**src/rtl/uart_tx_fifo.sv**
```systemverilog
// uart_tx_fifo: byte FIFO feeding an 8N1 UART serializer with a programmable bit period
module uart_tx_fifo #(
  parameter int DEPTH = 8,
  parameter int LW = $clog2(DEPTH) + 1
) (
  input  logic          clk,
  input  logic          resetn,
  input  logic          tr_en,
  input  logic [15:0]   comp,
  input  logic [7:0]    tx_data,
  input  logic          tx_valid,
  output logic          tx_ready,
  output logic [LW-1:0] tx_level,
  output logic          busy,
  output logic          uart_tx
);
  localparam int AW = $clog2(DEPTH);
  typedef enum logic [1:0] {IDLE, START, DATA, STOP} state_t;
  state_t state;
  logic [7:0] mem [DEPTH];
  logic [AW-1:0] wp, rp;
  logic [LW-1:0] level;
  logic [7:0] shreg;
  logic [15:0] period, cnt;
  logic [2:0] bitcnt;
  logic tick, push, pop;
  assign tx_ready = level != LW'(DEPTH);
  assign tx_level = level;
  assign tick = cnt == period;
  assign push = tx_valid && tx_ready;
  // A new frame starts from idle, or straight out of a finishing stop bit so frames stay contiguous
  assign pop = tr_en && level != '0 && (state == IDLE || (state == STOP && tick));
  // Byte storage; validity is tracked by the pointers, so the array itself needs no reset
  always_ff @(posedge clk) begin
    if (push) mem[wp] <= tx_data;
  end
  // Pointer and level bookkeeping; simultaneous push and pop leave the level unchanged
  always_ff @(posedge clk or negedge resetn) begin
    if (!resetn) begin
      wp <= '0;
      rp <= '0;
      level <= '0;
    end else begin
      wp <= wp + AW'(push);
      rp <= rp + AW'(pop);
      level <= level + LW'(push) - LW'(pop);
    end
  end
  // Frame sequencer; comp is captured only when a frame starts
  always_ff @(posedge clk or negedge resetn) begin
    if (!resetn) begin
      state <= IDLE;
      uart_tx <= 1'b1;
      busy <= 1'b0;
      shreg <= '0;
      period <= '0;
      cnt <= '0;
      bitcnt <= '0;
    end else if (pop) begin
      state <= START;
      shreg <= mem[rp];
      period <= comp;
      cnt <= '0;
      bitcnt <= '0;
      uart_tx <= 1'b0;
      busy <= 1'b1;
    end else begin
      case (state)
        START: begin
          cnt <= tick ? '0 : cnt + 16'd1;
          if (tick) begin
            state <= DATA;
            uart_tx <= shreg[0];
          end
        end
        DATA: begin
          cnt <= tick ? '0 : cnt + 16'd1;
          if (tick) begin
            shreg <= shreg >> 1;
            bitcnt <= bitcnt + 3'd1;
            state <= bitcnt == 3'd7 ? STOP : DATA;
            uart_tx <= bitcnt == 3'd7 ? 1'b1 : shreg[1];
          end
        end
        STOP: begin
          cnt <= tick ? '0 : cnt + 16'd1;
          if (tick) begin
            state <= IDLE;
            busy <= 1'b0;
          end
        end
        default: ;
      endcase
    end
  end
endmodule

```
**config.mk**
```make
export PLATFORM = sky130hd
export DESIGN_NAME = uart_tx_fifo
export DESIGN_NICKNAME = d
export VERILOG_FILES = /design/src/rtl/uart_tx_fifo.sv
export SDC_FILE = /design/constraint.sdc
export NUM_CORES = 1
export LEC_CHECK = 0
export ABC_AREA = 1
export BUFFER_PORTS_ARGS = -buffer_cell sky130_fd_sc_hd__buf_2
export CAP_MARGIN = 15
export CELL_PAD_IN_SITES_DETAIL_PLACEMENT = 1
export CELL_PAD_IN_SITES_GLOBAL_PLACEMENT = 1
export CORE_UTILIZATION = 35
export DETAILED_ROUTE_END_ITERATION = 8
export PLACE_DENSITY_LB_ADDON = 0.05
export SYNTH_ARGS = -nofsm -noshare
export SYNTH_HDL_FRONTEND = slang
export SYNTH_SLANG_ARGS = --single-unit
```
**constraint.sdc**
```tcl
create_clock -name clk -period 2.77 [get_ports clk]
set_clock_uncertainty 0.15 [all_clocks]
set_input_delay 0.4155 -clock clk [delete_from_list [all_inputs] [get_ports clk]]
set_output_delay 0.4155 -clock clk [all_outputs]
set_load 0.05 [all_outputs]
```
Word-level counts from Yosys, hierarchy flattened
Memory sizes are Yosys's and may differ from the RTL's.
Cells that the tools add are included.

operators by class
  add/subtract/negate cells = 6
  multiply operators = 0
  divide/modulo/power cells = 0
  order comparisons = 0
  equal/unequal tests = 9
  shift operators = 0
  multiplexer cells = 25
  bitwise gates (word level) = 0
  reductions and logical operators = 18

operators by type and width
  kind                     count
  $mux W16                 3
  $mux W8                  3
  $add A16 B1 Y16 const B  1
  $eq A16 B16 Y1           1
  $mux W1                  10
  $mux W3                  3
  $ne A3 B3 Y1 const B     3
  $mux W2                  4
  $reduce_bool A2 Y1       4
  $reduce_bool A4 Y1       2
  $add A3 B1 Y3            2
  $pmux W2 S3              1
  $add A4 B1 Y4            1
  $eq A2 B2 Y1 const B     2
  $logic_and A1 B1 Y1      4
  $ne A4 B4 Y1 const B     1
  $reduce_and A2 Y1        2
  $reduce_and A4 Y1        1
  $sub A4 B1 Y4            1
  $add A3 B1 Y3 const B    1
  $eq A3 B3 Y1 const B     1
  $reduce_and A3 Y1        1
  $reduce_bool A3 Y1       1
  $reduce_or A3 Y1         1
  4 further kinds          4

word-level totals
  register bits = 57
  latch bits = 0
  bits in writable memories = 64
  bits in read-only memories = 0
  output and inout port bits = 7
  word-level logic and storage cells = 69
  memories = 1

memory list
  memory  words  bits a word  rd ports  clocked after Yosys merged registers in  wr ports  RTL line  text
  mem     8      8            1         0                                        1         20        logic [7:0] mem [DEPTH];

Logic depth before layout (Yosys ltp)
Gate-level depths: netlist of the first run.

  depth in word-level cells = 6
  depth in mapped cells = 18
  gate-level depth less buffers = 16

Worst setup path before layout of the first run
Ideal clock, no wire load.

  kind = register to register
  start = register level[2] (netlist: tx_level[2])
  end = register level[2] (netlist: tx_level[2])
  library setup time = 0.123 ns
  arrival time = 2.546 ns
  data required time = 2.497 ns
  path slack = -0.048 ns
  stages on the path, launching flop included = 11
  path buffers = 0
  period minus slack after synthesis = 2.818 ns
  cell sequence = dfrtp_1 > inv_1 > ha_1 > nand3_1 > nand2_1 > ha_1 > inv_1 > ha_1 > inv_1 > fa_1 > xnor2_1

between the ends
  longest elaborated chain between the ends = 4

RTL lines
  what                      RTL line  text
  start: declaration        22        logic [LW-1:0] level;
  start signal: assignment  46        level <= level + LW'(push) - LW'(pop);
  $ne A4 B4 Y1              27        assign tx_ready = level != LW'(DEPTH);
  named net tx_ready        12        output logic tx_ready,
  $logic_and A1 B1 Y1       30        assign push = tx_valid && tx_ready;
  $add A4 B1 Y4             46
  $sub A4 B1 Y4             46

The timed path passes the listed nets, and every way through them passes these cells.
A chain may end at the register's enable or synchronous reset.

Worst setup path in the final report of the first run
  start = register cnt[10]
  end = register level[2] (netlist: tx_level[2])

between the ends
  longest elaborated chain between the ends = 5

RTL lines
  what                      RTL line  text
  start: declaration        24        logic [15:0] period, cnt;
  start signal: assignment  70        cnt <= tick ? '0 : cnt + 16'd1;
  start signal: assignment  77        cnt <= tick ? '0 : cnt + 16'd1;
  start signal: assignment  86        cnt <= tick ? '0 : cnt + 16'd1;
  $eq A16 B16 Y1            29        assign tick = cnt == period;
  $logic_and A1 B1 Y1       32        assign pop = tr_en && level != '0 && (state == IDLE || (state == STOP && tick));
  $logic_or A1 B1 Y1        32
  $logic_and A1 B1 Y1       32
  $sub A4 B1 Y4             46

No other way between the ends.

==> impl_metrics.tcl, run 1 <==
set metrics [dict create \
    status "finished, final reports clean" \
    first_pass_iters 5 \
    r2r_start "cnt[10]$_DFFE_PN0P_" \
    vias 3889 \
    antenna_found_initial 1 \
    synth_top_family_by_area "simple AND/OR/NAND/NOR gates" \
    initial_core_util 0.357 \
    ios 35 \
    dieWidth_um 129 \
    finalHoldViolations 0 \
    synth_edf_count 64 \
    clk_pin_slew_ns 0.06 \
    timing.final.crit_period_ns 2.58 \
    std_cell_rows 46 \
    maxSlewHeadroom 0.610 \
    min_path_type "in -> reg" \
    required_ns 2.92 \
    area_delta_synth_final_pct 18.9 \
    dp_slack_ns 0.163 \
    layout-drive-gt1-share 0.181 \
    clockBufferDepth 2 \
    timing.final.ws_setup_ns 0.194 \
    mostFrequentLayoutCell "nand2_1" \
    die_area_sq_mm 0.0167 \
    setup_violations 0 \
    powerDensity_mw_per_mm2 745 \
    grt_max_degree 58 \
    synth.area.top_cells "edfxtp_1 34%, dfrtp_1 25%, nand2_1 7.8%" \
    synthArstFlopShare 0.471 \
    die_height_um 129 \
    yosysTopAreaCellShare 0.340 \
    path_buf_inv 4 \
    worst_setup_path_start_kind "register" \
    drt_iter0_drc 163 \
    final_area_sq_mm 0.00673 \
    criticalPathCategory "reg -> reg" \
    route.detailed.drc 0 \
    ir_drop_v 0.000479 \
    cts_tree "yes" \
    yosysTopAreaCell "edfxtp_1" \
    critPathTopFamily "adder cells" \
    p_leak_nw 2.90 \
    maxSlewViolCount 0 \
    seq_area_frac_synth 0.592 \
    dpl_cell_area_sq_mm 0.00612 \
    nets 653 \
    cts_buffers 17 \
    setup_tns_ns 0 \
    grt_pass1_vias 4160 \
    syn-num-nets 599 \
    core_area_sq_mm 0.0158 \
    grt_overflow 0 \
    worstHoldStart "comp[11]" \
    drt-vias-per-instance 4.65 \
    critPathSlowestCell "dfrtp_1" \
    crit_path_start "cnt[10]$_DFFE_PN0P_" \
    yosys.area_share.simple 0.151 \
    rsz0062_at_grt "false" \
    num-fill-cells 1774 \
    fmax_mhz 388 \
    wirelength_um 13000 \
    synth-seq-cells 121 \
    r2r_slack_ns 0.19 \
    syn_area_per_cell_sq_um 10.2 \
    syn_inst 553 \
    htreeDepth 4 \
    gp_congestion 0.729 \
    track_usage 0.176 \
    drt-wirelength-per-cell_um 15.5 \
    cp_data_arrival_time_ns 2.73 \
    fin_crit_sh 0.930 \
    yosys_warnings 0 \
    min_to "period[11]$_DFFE_PN0N_" \
    place_hpwl_um 8700 \
    ys_types 36 \
    crit_fanout 4 \
    max_stage_delay_ns 0.43 \
    clkSinkCount 121 \
    ant_nets 0 \
    synthXorXnorAreaFrac 0.0294 \
    cts_root_buffer "clkbuf_16" \
    path_common_cell "nand2_1" \
    regArea_sq_mm 0.00335 \
    io_buffers 34 \
    multi_input_area_sq_mm 0.00189 \
    r2r_end "tx_level[2]$_DFF_PN0_" \
    worst_pin_slew_ns 0.585 \
    synth_compound_area_frac 0.0836 \
    grt_pass1_wl_um 21500 \
    syn-cell-area_sq_mm 0.00566 \
    layout_common_cells "118 x nand2_1, 71 x inv_1, 64 x edfxtp_1" \
    ff2ff_path_depth 16 \
    clk_latency_ns 0.42 \
    cts_setup_buffers 0 \
    synth_adder_area_share 0.0412 \
    max-cap-violations 0 \
    holdPathStages 3 \
    critPathCaptureType "register" \
    crit_chain "inv_2 -> nand2_1 -> nand2_1 -> nor2_1 -> nand2_1 -> nor2_2 -> nand3_2 -> nand2_1 -> nand2_2 -> clkinv_2 -> ha_1 -> inv_1 -> ha_1 -> inv_1 -> fa_1 -> xnor2_1" \
    whs_ns 0.0482 \
    synth_flop_cell "edfxtp_1" \
    yosys-mux-area-fraction 0.0283 \
]
[Yosys cell counts, types with 2 or more instances]
cell type    n
a21oi_1     18
buf_2        3
buf_6        3
clkbuf_1     8
dfrtp_1     56
edfxtp_1    64
ha_1        17
inv_1       71
inv_2        7
mux2i_1     16
nand2_1    118
nand2_2      2
nand3_1     14
nand3_2      8
nand4_1      6
nor2_1      40
nor3_1       6
o211ai_1    14
o21ai_0     34
o21ai_1     13
o21ai_2      3
xnor2_1      3
xor2_1      16
[layer usage]
layer,global-route usage,vias to the layer above,part of all wire
met2,0.270,42,0.45
met1,0.237,1900,0.51
met4,0.0623,0,0.012
li1,-,1933,-
met3,0.0516,14,0.029
met5,0,-,0
[worst max path at each step]
stage,slack [ns],end,cells after the start
2_1_floorplan,0.006,tx_level[2]$_DFF_PN0_,15
5_1_grt,0.003,tx_level[2]$_DFF_PN0_,16
4_1_cts,0.15,tx_level[2]$_DFF_PN0_,16
6_report,0.19,tx_level[2]$_DFF_PN0_,16
3_3_place_gp,0.23,tx_level[2]$_DFF_PN0_,16
3_5_place_dp,0.16,tx_level[2]$_DFF_PN0_,16
[worst min-delay path: stages]
cell and delay, ns:
buf_2 0.08, nand2_1 0.04, nand2_1 0.05
[power by group]
part	switching [mW]	internal [mW]	leakage, nW
combinational	0.459	0.215	1.42
sequential	0.0798	2.11	1.21
clock	0.832	1.32	0.268
total	1.37	3.64	2.90
[area by class of cell]
| type | count | share of cell area |
|---|---|---|
| tap | 216 | 0.0402 |
| clock buffer | 17 | 0.0633 |
| clock inverter | 15 | 0.0231 |
| antenna | 1 | 0.000372 |
| timing repair buffer | 52 | 0.0482 |
| multi-input combinational | 335 | 0.281 |
| inverter | 80 | 0.0448 |
| sequential | 121 | 0.499 |
[logic make-up after synthesis]
family / after synthesis
flip-flops: 121
AO/OA/AOI/OAI: 84
AND/OR/NAND/NOR: 198
adder cells (fa/ha/maj): 18
multiplexers: 16
XOR/XNOR: 19
buffers and inverters: 97
[stage by stage]
stage,std cells,util,power [mW]
final,837,0.425,5.01
after global placement,803,0.387,2.88
after global routing,836,0.425,5.26
after detailed placement,803,0.387,2.91
after floorplan,553,-,2.64
after CTS,836,0.424,5.10
[registers in the layout, summed over array words and instances (netlist names)]
signal    cells
rp            3
state         2
bitcnt        3
shreg         8
busy          1
period       16
mem          64
wp            3
uart_tx       1
cnt          16
tx_level      4
[timing repair]
item	in CTS	in global routing
hold buffers	1	0
endpoints found under the hold margin	56	0
setup endpoints to repair	0	4
resized for setup	0	5
No activity file was read; power rests on OpenSTA's default activity.
==> run 2: changes to the inputs <==
--- a/config.mk
+++ b/config.mk
@@ -10,7 +10,8 @@
 export CAP_MARGIN = 15
 export CELL_PAD_IN_SITES_DETAIL_PLACEMENT = 1
 export CELL_PAD_IN_SITES_GLOBAL_PLACEMENT = 1
-export CORE_UTILIZATION = 35
+export CORE_ASPECT_RATIO = 0.7
+export CORE_UTILIZATION = 40
 export DETAILED_ROUTE_END_ITERATION = 8
 export PLACE_DENSITY_LB_ADDON = 0.05
 export SYNTH_ARGS = -nofsm -noshare
==> run 2 against run 1 <==
  * Critical path type unchanged
  * Combinational power rose by 3.3%
  * Sequential cell count unchanged
  * Sequential power hardly changed
  * First-iteration DRC count down 17%
  * Fmax decreased by 0.70%
  * Largest power group is now the clock network
  * Highest routed layer unchanged
  * Via count is 0.87% higher
  * Non-clock buffer count up 2
  * Largest cell class unchanged
==> impl_metrics.tcl, run 2 (same netlist as run 1, synthesis figures left out) <==
set metrics [dict create \
    status "finished, final reports clean" \
    antenna_found_initial 0 \
    die_area_sq_mm 0.0146 \
    layout_common_cells "118 x nand2_1, 71 x inv_1, 64 x edfxtp_1" \
    grt_overflow 0 \
    multi_input_area_sq_mm 0.00191 \
    setup_violations 0 \
    post-route-util 0.499 \
    area_delta_synth_final_pct 19.0 \
    clkSinkCount 121 \
    setup_tns_ns 0 \
    place_hpwl_um 9160 \
    grt_max_degree 50 \
    dieWidth_um 144 \
    first_pass_iters 4 \
    finalHoldViolations 0 \
    clk_pin_slew_ns 0.06 \
    drt-wirelength-per-cell_um 16.8 \
    reg_top3 "mem: 64 flops, cnt: 16 flops, period: 16 flops" \
    clockBufferDepth 2 \
    p_leak_nw 2.93 \
    fin_crit_sh 0.936 \
    crit_fanout 5 \
    cts_buffers 17 \
    maxSlewViolCount 0 \
    io_buffers 34 \
    grt_pass1_wl_um 22300 \
    n_antenna_cell 0 \
    regArea_sq_mm 0.00335 \
    worstHoldStart "comp[11]" \
    required_ns 2.91 \
    num-fill-cells 1531 \
    nets 655 \
    min_path_type "in -> reg" \
    crit_path_start "cnt[0]$_DFFE_PN0P_" \
    gp_congestion 0.742 \
    cp_data_arrival_time_ns 2.73 \
    layout-drive-gt1-share 0.182 \
    die_height_um 101 \
    grt_pass1_vias 4158 \
    std_cell_rows 35 \
    largest_register_ffs 64 \
    cts_tree "yes" \
    ios 35 \
    drt-vias-per-instance 4.86 \
    powerDensity_mw_per_mm2 769 \
    max-cap-violations 0 \
    maxSlewHeadroom 0.612 \
    finalPower_mw 5.17 \
    ir_drop_v 0.000542 \
    worst_setup_path_start_kind "register" \
    initial_core_util 0.419 \
    criticalPathCategory "reg -> reg" \
    critPathCaptureType "register" \
    worst_pin_slew_ns 0.583 \
    mostFrequentLayoutCell "nand2_1" \
    htreeDepth 4 \
    drt_iter0_drc 135 \
    timing.final.crit_period_ns 2.59 \
    rsz0062_at_grt "true" \
    cts_root_buffer "clkbuf_16" \
    r2r_start "cnt[0]$_DFFE_PN0P_" \
    vias 3923 \
    regMostFlops "mem" \
    clk_latency_ns 0.41 \
    fmax_mhz 386 \
    core_area_sq_mm 0.0135 \
    wirelength_um 13500 \
    ant_nets 0 \
    track_usage 0.206 \
    route.detailed.drc 0 \
]
[run 2: where the power goes]
group | switching, mW | internal, mW
clock network | 0.839 | 1.44
logic | 0.481 | 0.215
registers | 0.0870 | 2.11
[run 2: repair_timing]
action,4_1_cts,5_1_grt
endpoints found under the hold margin,10,0
gates resized for setup,1,5
endpoints found under the setup margin,1,4
hold buffers,1,0
pin swaps,0,1
setup buffers,0,1
[run 2: per-stage QoR]
| stage | setup slack, ns | hold WS, ns | cells | cell area, sq um |
|---|---|---|---|---|
| after detailed placement | 0.0720 | 0.168 | 773 | 6080 |
| final | 0.176 | 0.0546 | 807 | 6730 |
| after global routing | -0.0253 | 0.0680 | 807 | 6730 |
| after floorplan | 0.00566 | -0.0301 | 553 | 5660 |
| after CTS | 0.0367 | 0.0429 | 806 | 6700 |
| after global placement | 0.165 | 0.170 | 773 | 6080 |
[run 2: area by class of cell]
class / instances / area share
inverters: 80 / 0.0448
multi-input cells: 335 / 0.284
clock inverters: 14 / 0.0255
clock buffers: 18 / 0.0653
repair buffers: 54 / 0.0485
well taps: 185 / 0.0344
flip-flops and latches: 121 / 0.498
[run 2: layer usage]
| metal | wire, um | vias to the layer above | global-route usage |
|---|---|---|---|
| li1 | - | 1935 | - |
| met1 | 7310 | 1932 | 0.304 |
| met2 | 5790 | 48 | 0.305 |
| met3 | 345 | 8 | 0.0487 |
| met4 | 78 | 0 | 0.0491 |
| met5 | 0 | - | 0 |
[run 2: worst max-delay path, stage by stage (launching register included)]
cell and delay (ns):
dfrtp_1 0.41, inv_1 0.10, nand2_1 0.07, nand2_1 0.06, nor2_1 0.12, nand2_1 0.13, nor2_4 0.16, nand3_2 0.08
nand2_1 0.08, nand2_2 0.06, clkinv_2 0.06, ha_1 0.22, inv_1 0.07, ha_1 0.15, inv_1 0.06, fa_1 0.38
xnor2_1 0.13
[run 2: worst paths after layout]
kind / depth (start not counted) / endpoint / slack [ns]
setup reg to reg: 16 / tx_level[2]$_DFF_PN0_ / 0.18
max in group asynchronous: 3 / cnt[8]$_DFFE_PN0P_ / 1.48
min in group asynchronous: 2 / shreg[0]$_DFFE_PN0P_ / 0.28
hold / removal: 3 / period[11]$_DFFE_PN0N_ / 0.05
hold reg to reg: 2 / period[7]$_DFFE_PN0N_ / 0.36
setup / recovery: 16 / tx_level[2]$_DFF_PN0_ / 0.18
==> run 3: changes to the inputs <==
--- a/config.mk
+++ b/config.mk
@@ -10,10 +10,10 @@
 export CAP_MARGIN = 15
 export CELL_PAD_IN_SITES_DETAIL_PLACEMENT = 1
 export CELL_PAD_IN_SITES_GLOBAL_PLACEMENT = 1
-export CORE_ASPECT_RATIO = 0.7
 export CORE_UTILIZATION = 40
 export DETAILED_ROUTE_END_ITERATION = 8
 export PLACE_DENSITY_LB_ADDON = 0.05
+export SKIP_LAST_GASP = 1
 export SYNTH_ARGS = -nofsm -noshare
 export SYNTH_HDL_FRONTEND = slang
 export SYNTH_SLANG_ARGS = --single-unit
==> run 3 against run 2 <==
  * Total power fell by 4.3%
  * Sequential share of layout area rose by 0.62 points
  * Worst hold slack got worse by 0.012 ns
  * Largest cell class unchanged
  * Largest power group is now registers
==> impl_metrics.tcl, run 3 (same netlist as run 1, synthesis figures left out) <==
set metrics [dict create \
    fin_crit_sh 0.910 \
    worst_pin_slew_ns 0.567 \
    die_height_um 121 \
    timing.final.crit_period_ns 2.52 \
    max-cap-violations 0 \
    n_antenna_cell 0 \
    critPathCaptureType "register" \
    path_common_cell "nand2_1" \
    crit_chain "inv_1 -> nand2_1 -> nand2_1 -> nor2_1 -> nand2_1 -> nor2_2 -> nand3_2 -> nand2_1 -> nand2_2 -> clkinv_2 -> ha_1 -> inv_1 -> ha_1 -> inv_1 -> fa_1 -> xnor2_1" \
    fmax_mhz 397 \
    area_delta_synth_final_pct 17.5 \
    powerDensity_mw_per_mm2 744 \
    ios 35 \
    grt_overflow 0 \
    regMostFlops "mem" \
    route.detailed.drc 0 \
    required_ns 2.92 \
    mostFrequentLayoutCell "nand2_1" \
    first_pass_iters 4 \
    place_hpwl_um 8390 \
    grt_max_degree 50 \
    r2r_start "cnt[0]$_DFFE_PN0P_" \
    htreeDepth 4 \
    cts_buffers 17 \
    antenna_found_initial 0 \
    maxSlewHeadroom 0.622 \
    finalHoldViolations 0 \
    dpl_cell_area_sq_mm 0.00607 \
    criticalPathCategory "reg -> reg" \
    layout_common_cells "118 x nand2_1, 71 x inv_1, 64 x edfxtp_1" \
    critPathTopFamily "adder cells" \
    max_stage_delay_ns 0.42 \
    dieWidth_um 121 \
    wirelength_um 12200 \
    crit_path_start "cnt[0]$_DFFE_PN0P_" \
    largest_register_ffs 64 \
    critPathSlowestCell "dfrtp_1" \
    drt-wirelength-per-cell_um 15.3 \
    drt_iter0_drc 126 \
    clkSinkCount 121 \
    crit_fanout 5 \
    setup_violations 0 \
    drt-vias-per-instance 4.86 \
    ant_nets 0 \
    post-route-util 0.481 \
    worst_setup_path_start_kind "register" \
    min_path_type "in -> reg" \
    initial_core_util 0.409 \
    core_area_sq_mm 0.0138 \
    io_buffers 34 \
    gp_congestion 0.733 \
    final_area_sq_mm 0.00665 \
    nets 654 \
    cp_data_arrival_time_ns 2.67 \
    maxSlewViolCount 0 \
    worstHoldStart "comp[7]" \
    cts_root_buffer "clkbuf_16" \
    reg_top3 "mem: 64 flops, cnt: 16 flops, period: 16 flops" \
    status "finished, final reports clean" \
    std_cell_rows 43 \
    grt_pass1_wl_um 20700 \
    num-fill-cells 1529 \
    ir_drop_v 0.000499 \
    path_buf_inv 4 \
    clk_latency_ns 0.42 \
    layout-drive-gt1-share 0.173 \
    clk_pin_slew_ns 0.05 \
    grt_pass1_vias 4165 \
    p_leak_nw 2.90 \
    clockBufferDepth 2 \
    die_area_sq_mm 0.0146 \
    setup_tns_ns 0 \
    track_usage 0.189 \
    vias 3891 \
    rsz0062_at_grt "false" \
    cts_tree "yes" \
]
## run 3: final timing paths
path | endpoint | slack, ns | depth (start not counted)
worst min register to register | busy$_DFFE_PN0P_ | 0.36 | 2
worst max-delay path | tx_level[2]$_DFF_PN0_ | 0.25 | 16
max in group asynchronous | uart_tx$_DFFE_PN1P_ | 1.65 | 3
worst max register to register | tx_level[2]$_DFF_PN0_ | 0.25 | 16
min in group asynchronous | period[12]$_DFFE_PN0N_ | 0.37 | 3
worst min-delay path | period[7]$_DFFE_PN0N_ | 0.04 | 3
## run 3: per-layer routing
metal / share of wire / global-route usage / vias to the layer above / wire (um)
met4: 0.015 / 0.0694 / 0 / 188
met2: 0.53 / 0.341 / 40 / 6440
met5: 0 / 0 / - / 0
li1: - / - / 1930 / -
met1: 0.43 / 0.213 / 1901 / 5290
met3: 0.026 / 0.0493 / 20 / 324
## run 3: worst reg2reg max path, stage by stage, from the launching register on
cell,delay (ns)
dfrtp_1,0.42
inv_1,0.10
nand2_1,0.07
nand2_1,0.05
nor2_1,0.10
nand2_1,0.08
nor2_2,0.16
nand3_2,0.09
nand2_1,0.08
nand2_2,0.06
clkinv_2,0.05
ha_1,0.21
inv_1,0.06
ha_1,0.16
inv_1,0.06
fa_1,0.37
xnor2_1,0.13
## run 3: layout make-up
cell class	count	area (sq um)	area share
clock buffers	18	429	0.0646
clock inverters	13	131	0.0198
inverters	80	302	0.0454
multi-input cells	335	1890	0.285
flip-flops and latches	121	3350	0.504
well taps	180	225	0.0339
repair buffers	53	315	0.0474
## run 3: metrics by stage
step	std cells	hold WS (ns)	power, mW	setup WS (ns)
floorplan	553	-0.0301	2.64	0.00566
global placement	768	0.276	2.87	0.201
detailed placement	768	0.276	2.91	0.120
CTS	800	0.0189	5.03	0.122
global route	800	0.0616	5.18	0.0423
finish	800	0.0421	4.95	0.249
## run 3: power breakdown
part           switching (mW)  internal [mW]
clock network           0.792           1.31
logic                   0.450          0.213
registers              0.0774           2.11
total                    1.32           3.63
## run 3: repair_timing
action | CTS | global route
setup buffers | 0 | 0
resized for setup | 0 | 1
endpoints found under the setup margin | 0 | 2
hold buffers | 1 | 0
hold endpoints to repair | 56 | 0
